### src/rtl/mips_mc_ctrl.sv
// Multi-cycle MIPS control sequencer: walks each instruction through FETCH, DECODE, EXEC, MEM
// and WB, sharing one ALU and one memory port, with illegal-instruction and bus-timeout traps.
module mips_mc_ctrl #(
    parameter int unsigned MEM_TIMEOUT = 16,
    parameter int unsigned RETIRE_W    = 32
) (
    input  logic                clk,
    input  logic                rst_n,
    input  logic [5:0]          opcode,
    input  logic [5:0]          func,
    input  logic                alu_zero,
    input  logic                mem_ready,
    output logic                mem_req,
    output logic                mem_we,
    output logic                mem_addr_sel,
    output logic                ir_write,
    output logic                pc_write,
    output logic [1:0]          pc_src,
    output logic [1:0]          alu_src_b,
    output logic [5:0]          alu_control,
    output logic                reg_write,
    output logic                reg_dst,
    output logic                mem_to_reg,
    output logic [1:0]          trap,
    output logic [RETIRE_W-1:0] retired
);

    localparam int unsigned TW = (MEM_TIMEOUT < 2) ? 1 : $clog2(MEM_TIMEOUT);
    localparam logic [TW-1:0] TMAX = TW'(MEM_TIMEOUT - 1);

    localparam logic [5:0] AluNone = 6'b00_0000;
    localparam logic [5:0] AluAddu = 6'b10_0001;
    localparam logic [5:0] AluSubu = 6'b10_0011;
    localparam logic [5:0] AluIdle = 6'b11_1111;

    typedef enum logic [2:0] {StFetch, StDecode, StExec, StMem, StWb, StTrap} state_e;
    typedef enum logic [2:0] {OpR, OpAddiu, OpLw, OpSw, OpBeq} op_e;

    state_e                state_q;
    op_e                   op_q;
    logic [TW-1:0]         tcnt_q;
    logic [1:0]            trap_q;
    logic [RETIRE_W-1:0]   retired_q;

    logic dec_ok;
    logic dec_jump;
    op_e  dec_op;
    logic waiting;
    logic timed_out;

    always_comb begin
        dec_ok   = 1'b0;
        dec_jump = 1'b0;
        dec_op   = OpR;
        case (opcode)
            6'b000000: begin
                dec_op = OpR;
                dec_ok = (func == 6'b100001) || (func == 6'b100011) ||
                         (func == 6'b100100) || (func == 6'b100101);
            end
            6'b001001: begin dec_op = OpAddiu; dec_ok = 1'b1; end
            6'b100011: begin dec_op = OpLw;    dec_ok = 1'b1; end
            6'b101011: begin dec_op = OpSw;    dec_ok = 1'b1; end
            6'b000100: begin dec_op = OpBeq;   dec_ok = 1'b1; end
            6'b000010: dec_jump = 1'b1;
            default:   dec_ok = 1'b0;
        endcase
    end

    // A ready in the final allowed cycle beats the timeout.
    assign waiting   = ((state_q == StFetch) || (state_q == StMem)) && !mem_ready;
    assign timed_out = waiting && (tcnt_q == TMAX);

    always_ff @(posedge clk or negedge rst_n) begin
        if (!rst_n) begin
            state_q   <= StFetch;
            op_q      <= OpR;
            tcnt_q    <= '0;
            trap_q    <= 2'b00;
            retired_q <= '0;
        end else begin
            tcnt_q <= (waiting && !timed_out) ? tcnt_q + 1'b1 : '0;
            case (state_q)
                StFetch: begin
                    if (mem_ready) begin
                        state_q <= StDecode;
                    end else if (timed_out) begin
                        trap_q  <= 2'b10;
                        state_q <= StTrap;
                    end
                end
                StDecode: begin
                    if (dec_jump) begin
                        retired_q <= retired_q + 1'b1;
                        state_q   <= StFetch;
                    end else if (dec_ok) begin
                        op_q    <= dec_op;
                        state_q <= StExec;
                    end else begin
                        trap_q  <= 2'b01;
                        state_q <= StTrap;
                    end
                end
                StExec: begin
                    case (op_q)
                        OpR, OpAddiu: state_q <= StWb;
                        OpLw, OpSw:   state_q <= StMem;
                        default: begin
                            retired_q <= retired_q + 1'b1;
                            state_q   <= StFetch;
                        end
                    endcase
                end
                StMem: begin
                    if (mem_ready) begin
                        if (op_q == OpSw) begin
                            retired_q <= retired_q + 1'b1;
                            state_q   <= StFetch;
                        end else begin
                            state_q <= StWb;
                        end
                    end else if (timed_out) begin
                        trap_q  <= 2'b10;
                        state_q <= StTrap;
                    end
                end
                StWb: begin
                    retired_q <= retired_q + 1'b1;
                    state_q   <= StFetch;
                end
                StTrap:  state_q <= StTrap;
                default: state_q <= StTrap;
            endcase
        end
    end

    // Strobes are gated by rst_n so they drop the moment reset asserts, not at the next edge.
    always_comb begin
        mem_req      = 1'b0;
        mem_we       = 1'b0;
        mem_addr_sel = 1'b0;
        ir_write     = 1'b0;
        pc_write     = 1'b0;
        pc_src       = 2'b00;
        alu_src_b    = 2'b00;
        alu_control  = AluIdle;
        reg_write    = 1'b0;
        reg_dst      = 1'b0;
        mem_to_reg   = 1'b0;
        if (rst_n) begin
            alu_control = (state_q == StTrap) ? AluIdle : AluNone;
            case (state_q)
                StFetch: begin
                    mem_req  = 1'b1;
                    ir_write = mem_ready;
                    pc_write = mem_ready;
                end
                StDecode: begin
                    if (dec_jump) begin
                        pc_write = 1'b1;
                        pc_src   = 2'b10;
                    end
                end
                StExec: begin
                    case (op_q)
                        OpR: alu_control = func;
                        OpAddiu, OpLw, OpSw: begin
                            alu_src_b   = 2'b10;
                            alu_control = AluAddu;
                        end
                        default: begin
                            alu_control = AluSubu;
                            pc_write    = alu_zero;
                            pc_src      = 2'b01;
                        end
                    endcase
                end
                StMem: begin
                    mem_req      = 1'b1;
                    mem_addr_sel = 1'b1;
                    mem_we       = (op_q == OpSw);
                end
                StWb: begin
                    reg_write  = 1'b1;
                    reg_dst    = (op_q == OpR);
                    mem_to_reg = (op_q == OpLw);
                end
                default: alu_control = AluIdle;
            endcase
        end
    end

    assign trap    = trap_q;
    assign retired = retired_q;

endmodule

### config.mk
export PLATFORM = sky130hd
export DESIGN_NAME = mips_mc_ctrl
export DESIGN_NICKNAME = d
export VERILOG_FILES = /design/src/rtl/mips_mc_ctrl.sv
export SDC_FILE = /design/constraint.sdc
export NUM_CORES = 1
export LEC_CHECK = 0
export ABC_AREA = 1
export ABC_CLOCK_PERIOD_IN_PS = 4000
export CORE_UTILIZATION = 55
export DETAILED_ROUTE_END_ITERATION = 10
export GPL_TIMING_DRIVEN = 0
export PLACE_DENSITY = 0.86
export SYNTH_ARGS = -nofsm -noshare
export SYNTH_HDL_FRONTEND = slang
export SYNTH_SLANG_ARGS = --single-unit
### constraint.sdc
create_clock -name clk -period 4 [get_ports clk]
set_input_delay 0.8 -clock clk [delete_from_list [all_inputs] [get_ports clk]]
set_output_delay 0.8 -clock clk [all_outputs]
set_load 0.01 [all_outputs]
# Word level (Yosys, flattened, before mapping)
# Index checks and enable logic that the tools add are counted.
classes:
  eq_ne: 26
  n_bitwise: 1
  muxes: 51
  reduce_logical: 24
  addsub: 2
ops:
  columns: ["op", "count"]
  rows:
  - ["$mux 32", 4]
  - ["$pmux 32 s4", 1]
  - ["$eq 6x6->1 const B", 6]
  - ["$add 32x1->32 const B", 1]
  - ["$pmux 6 s2", 2]
  - ["$mux 1", 19]
  - ["$mux 2", 9]
  - ["$mux 3", 6]
  - ["$pmux 3 s5", 1]
  - ["$eq 3x2->1 const B", 4]
  - ["$mux 6", 2]
  - ["$ne 2x2->1 const B", 6]
  - ["$pmux 3 s4", 1]
  - ["$reduce_or 4->1", 3]
  - ["$reduce_and 5->1", 2]
  - ["$pmux 2 s2", 2]
  - ["$eq 3x1->1 const B", 2]
  - ["$eq 3x3->1 const B", 2]
  - ["$eq 6x2->1 const B", 1]
  - ["$eq 6x3->1 const B", 1]
  - ["$eq 6x4->1 const B", 1]
  - ["$logic_not 3->1", 2]
  - ["$logic_not 6->1", 1]
  - ["$pmux 3 s2", 1]
  - ["15 further kinds", 24]
totals:
  in_bits: 16
  elab_cells: 109
  ff_bits: 44

# Depth between registers and ports, before layout
# Gate-level depths: netlist of the first run.
depth:
  word_depth: 8
  mapped_depth: 11
  mapped_depth_nobuf: 10

# Worst setup path after synthesis of the first run
# No wires, ideal clock.
synth_path:
  path_type: "in2out"
  start: "input port rst_n"
  end: "output port mem_to_reg"
  setup_slack_ps: 1471
  t_arrival_ps: 1729
  n_path_buf: 0
  t_required_ps: 3200
  cell_stages: 4
  cell_sequence: "clkinv_1 nor3_1 inv_1 nor3_1"
synth_between:
  elab_chain_len: 1
synth_lines:
  columns: ["item", "line_no", "rtl"]
  rows:
  - ["from (decl)", "8", "input logic rst_n,"]
  - ["$mux 1", "150", "if (rst_n) begin"]
  - ["to (decl)", "23", "output logic mem_to_reg,"]
# No other way between the ends.

# Worst setup path after layout of the first run
# Ends and elaborated chain as after synthesis.

==> results of run 1 <==
## layout by cell type (no fill, tap or decap), types with 5 or more instances in the layout
cell	synthesis	final
nand2_1	198	198
nor2_1	77	77
clkdlybuf4s50_1	0	65
dfrtp_1	44	44
inv_1	31	31
nand3_1	20	20
nand3b_1	19	19
o21ai_0	12	12
nand4_1	7	7
xnor2_1	7	7
nor3_1	6	6
o21ai_1	6	6
clkbuf_8	0	5
## area by class of cell
type                    count  area [um^2]  area share [%]
repair buffers             67        675.6           17.46
well taps                  70        87.58           2.263
multi-input cells         377         1703           44.00
clock inverters             2        35.03          0.9053
flip-flops and latches     44         1101           28.45
clock buffers               6        72.57           1.875
plain buffers               7        63.81           1.649
inverters                  35        131.4           3.395
## logic make-up (layout without fill, tap and decap cells)
logic type	count (synthesis)	after routing	share of synthesized area, %
flops	44	44	36.71
buf+inv	42	117	6.508
fa+ha+maj	2	2	0.8342
other cells	1	1	0.1250
simple gates	339	339	48.35
xor+xnor	11	11	3.212
compound gates	24	24	4.256
## cell usage after synthesis (4+ instances only)
master and number:
a21oi_1 4, xnor2_1 7, inv_1 31, nor3_1 6, o21ai_0 12, nand3b_1 19, nor2_2 4, nand3_1 20
dfrtp_1 44, o21ai_1 6, buf_4 4, xor2_1 4, nor2_1 77, nand2_1 198, nand4_1 7
## through the flow
step	cells	TNS (ns)	hold slack, ns	setup slack [ns]	power (W)
floorplan	463	0	0.4331	1.471	0.001068
global placement	599	-23.39	0.4462	-1.720	0.001358
detailed placement	600	0	0.4532	0.3339	0.001377
CTS	608	0	0.3896	0.3110	0.001715
global route	608	0	0.3977	0.1022	0.001820
finish	608	0	0.3836	0.2996	0.001711
## flip-flops by register name, summed over array words and instances, names as in the netlist
register and cells:
retired 32, tcnt_q 4, op_q 3, state_q 3
trap 2
## metal layers
metal	wire length (um)	global-route usage (%)
met5	0	0
met4	339	15.02
met3	451	6.614
met2	4147	54.67
met1	3467	36.29
## report_power, final
group	leakage [nW]	switching, W	internal [W]
combinational	1.07	0.000490	0.000319
clock	0.0552	0.000152	0.000186
sequential	0.599	0.0000653	0.000498
## worst max-delay path, cell delays in order
cell             delay, ns
buf_2                 0.29
buf_12                0.26
clkinv_1              0.29
nor3_1                0.37
inv_1                 0.11
nor3_1                0.17
clkdlybuf4s50_1       0.57
## how the worst max path moves through the flow
stage                     start         end  depth (start not counted)  slack, ns
final                     rst_n  mem_to_reg                          7       0.30
after global placement    rst_n  mem_to_reg                          6      -1.72
after detailed placement  rst_n  mem_to_reg                          7       0.33
after CTS                 rst_n  mem_to_reg                          7       0.31
after floorplan           rst_n  mem_to_reg                          4       1.47
after global routing      rst_n  mem_to_reg                          7       0.10
==> results.cfg, run 1 <==
[clock_tree]
cts_buffer_depth = 2
cts_resized = 0
cts_tree = built
cts_made_buffers = 5
cts.htree.levels = 2
cts_sinks = 44
root_buffer = clkbuf_8
path_clk_slew_ns = 0.09
postCtsHoldBufs = 0
clkLatencyLatePin_ns = 0.30
post-cts-setup-buffers = 0

[synthesis]
synth_cells = 463
synth_edf_count = 0
ys_ff_latch = 44
yosys_warnings = 0
ys_dominant_reg_cell = dfrtp_1
ys_seq_area_share_pct = 36.71
yosysUniqueCellTypes = 26
synthTopCellsByArea = dfrtp_1 (37%), nand2_1 (25%), nor2_1 (9.6%)
yosysTopAreaCell = dfrtp_1
async_flop_share_pct = 100.0
synth_area_mm2 = 0.002999
synth_nets = 481
synth_top_area_share_pct = 36.71
syn-mean-instance-area_um2 = 6.478

[route]
dr.first_iter.drc_count = 193
vias_per_cell = 5.360
firstDrtPassIters = 5
routed-via-count = 3259
wirelength_um = 8406
ant_nets = 0
drc = 0
routedWlPerCell_um = 13.83

[timing]
skew_ns = 0.01114
fin_crit_sh_pct = 92.51
max_freq_mhz = 270.2
drv_slew = 0
rsz0062_at_grt = no
finalHoldViolCount = 0
setup_viol = 0
min_period_ns = 3.700

[placement]
dp_hpwl_um = 6560
post_dp_cell_area_mm2 = 0.003762
gp_congestion = 0.9142
io_buffer_count = 66

[cells_and_area]
drive_gt1_share_pct = 5.948
syn_to_final_growth_pct = 29.04
fin_nets = 555
antenna_cells = 0
fillerInstances = 409
final_cell_area_mm2 = 0.003870
utilization_pct = 74.82

[power]
powerDensity_mw_per_mm2 = 442.0
p_leak_nw = 1.721
irDropWorstVdd_mv = 0.5024

[setup_path]
path_class = in2out
critPathCaptureType = output pin
rrSetupSlack_ns = 2.06
r2r_start = retired[0]
required_ns = 3.20
cp_max_fo = 34
r2r-end = retired[28]
worst_setup_path_start_kind = input pin
r2r.worst_path.cells = 10
critPathArrivalTime_ns = 2.90

[global_route]
antenna_found_initial = 0
grt_max_degree = 35
grt.total_usage_pct = 31.25
grt_first_pass_wirelength_um = 13310
gr-total-overflow = 0
grt_pass1_vias = 2964

[die]
die-area_mm2 = 0.005752
rows = 26
die_w_um = 75.85
die-height_um = 75.85
coreArea_mm2 = 0.005172
start_util_pct = 57.98
ioPinCount = 68

[status]
status = finished, final reports clean

[hold_path]
hold_class = in2async

[run]
maxCapViolations = 0
No activity file was read; power rests on OpenSTA's default activity.
==> run 2: changes to the inputs <==
--- a/config.mk
+++ b/config.mk
@@ -11,6 +11,7 @@
 export DETAILED_ROUTE_END_ITERATION = 10
 export GPL_TIMING_DRIVEN = 0
 export PLACE_DENSITY = 0.86
+export SETUP_SLACK_MARGIN = 0.4
 export SYNTH_ARGS = -nofsm -noshare
 export SYNTH_HDL_FRONTEND = slang
 export SYNTH_SLANG_ARGS = --single-unit
==> results.cfg, run 2 (synthesis gave the netlist of run 1 again) <==
[status]
status = finished, final reports clean

[setup_path]
critPathArrivalTime_ns = 2.58
path_class = in2out
required_ns = 3.20
critPathCaptureType = output pin
cp_max_fo = 34
worst_setup_path_start_kind = input pin

[global_route]
antenna_found_initial = 0
grt_pass1_vias = 2964
gr-total-overflow = 0
grt_max_degree = 35
grt.total_usage_pct = 31.25
grt_first_pass_wirelength_um = 13310

[clock_tree]
cts_tree = built
postCtsHoldBufs = 0
cts_buffer_depth = 2
clkLatencyLatePin_ns = 0.30
cts_sinks = 44
root_buffer = clkbuf_8
path_clk_slew_ns = 0.09
cts_made_buffers = 5
cts.htree.levels = 2

[cells_and_area]
largest_reg_flops = 32
final_cell_mix = nand2_1 (198), nor2_1 (77), clkdlybuf4s50_1 (65)
fin_nets = 555
syn_to_final_growth_pct = 29.33
antenna_cells = 0
final_common_cell = nand2_1
final_cell_area_mm2 = 0.003879
drive_gt1_share_pct = 6.320
utilization_pct = 74.99

[run]
maxCapViolations = 0

[timing]
drv_slew = 0
finalHoldViolCount = 0
skew_ns = 0.01197
min_period_ns = 3.378
max_freq_mhz = 296.0
setup_viol = 0
fin_crit_sh_pct = 84.46
rsz0062_at_grt = no

[route]
wl_met1_um = 3422
dr_wl_met2_um = 4163
dr.first_iter.drc_count = 161
drc = 0
maxUsedRoutingLayer = met4
wirelength_um = 8470
ant_nets = 0
routedWlPerCell_um = 13.93
dr_wl_met3_um = 513
firstDrtPassIters = 7
routed-via-count = 3288
vias_per_cell = 5.408

[power]
powerDensity_mw_per_mm2 = 443.6
p_sw_w = 0.0007172
clockPowerShare_pct = 19.7
irDropWorstVdd_mv = 0.5195
p_int_w = 0.001004
comb_power_share_pct = 47.5
p_leak_nw = 1.725
netSwitchingFraction_pct = 41.68
pwr-share-seq_pct = 32.8
power.total_w = 0.001721

[die]
die-height_um = 75.85
coreArea_mm2 = 0.005172
ioPinCount = 68
rows = 26
start_util_pct = 57.98
die_w_um = 75.85
die-area_mm2 = 0.005752

[placement]
io_buffer_count = 66
gp_congestion = 0.9142
dp_hpwl_um = 6560
post_dp_cell_area_mm2 = 0.003762

[hold_path]
hold_class = in2async
[run 2: cell types whose count changed in the layout (fill, tap and decap cells not counted)]
cell / previous run / this run
buf_2: 1 / 0
clkbuf_4: 0 / 1
clkinv_1: 1 / 0
clkinv_2: 1 / 2
nor3_1: 6 / 5
nor3_2: 1 / 2
[run 2: repair_timing]
action | CTS | global route
endpoints found under the setup margin | 1 | 2
gates resized for setup | 1 | 2
setup buffers | 0 | 0
[run 2: layout make-up]
type / instances / area (um^2)
clock buffer: 6 / 72.57
tap: 70 / 87.58
timing repair buffer: 67 / 678.2
sequential: 44 / 1101
buffer: 7 / 63.81
fill: 408 / 1294
multi-input combinational: 377 / 1708
clock inverter: 2 / 35.03
inverter: 35 / 132.6
[run 2: worst paths after layout]
path	startpoint	endpoint	slack [ns]	cells after the start
worst min register to register	tcnt_q[0]	tcnt_q[0]	0.47	1
max in group asynchronous	rst_n	tcnt_q[1]	3.18	2
worst max-delay path	rst_n	mem_to_reg	0.62	7
min in group clk	tcnt_q[0]	tcnt_q[0]	0.47	1
worst min-delay path	rst_n	retired[3]	0.36	1
worst max register to register	retired[0]	retired[28]	2.06	10
[run 2: power by group through the flow]
stage          logic [W]  registers (W)  clock network, W
2_1_floorplan   0.000494       0.000574                 0
3_3_place_gp    0.000790       0.000569                 0
3_5_place_dp    0.000806       0.000571                 0
4_1_cts         0.000809       0.000562          0.000345
5_1_grt         0.000893       0.000572          0.000360
6_report        0.000818       0.000565          0.000338
[run 2: metrics by stage]
step	instances	setup TNS [ns]	hold slack [ns]	worst slack (ns)
final	608	0	0.3596	0.6215
after global placement	599	-23.39	0.4462	-1.720
after global routing	608	0	0.3659	0.4685
after floorplan	463	0	0.4331	1.471
after CTS	608	0	0.3896	0.4613
after detailed placement	600	0	0.4532	0.3339
[run 2: per-layer routing]
layer | vias to the layer above | track usage (%)
met2 | 135 | 54.67
met4 | 0 | 15.02
met5 | - | 0
met3 | 36 | 6.614
li1 | 1605 | -
met1 | 1512 | 36.29
[run 2: critical path: stages]
cell and delay [ns]:
clkbuf_4 0.23, buf_12 0.24, clkinv_2 0.19, nor3_2 0.25, inv_1 0.09, nor3_1 0.16
clkdlybuf4s50_1 0.57
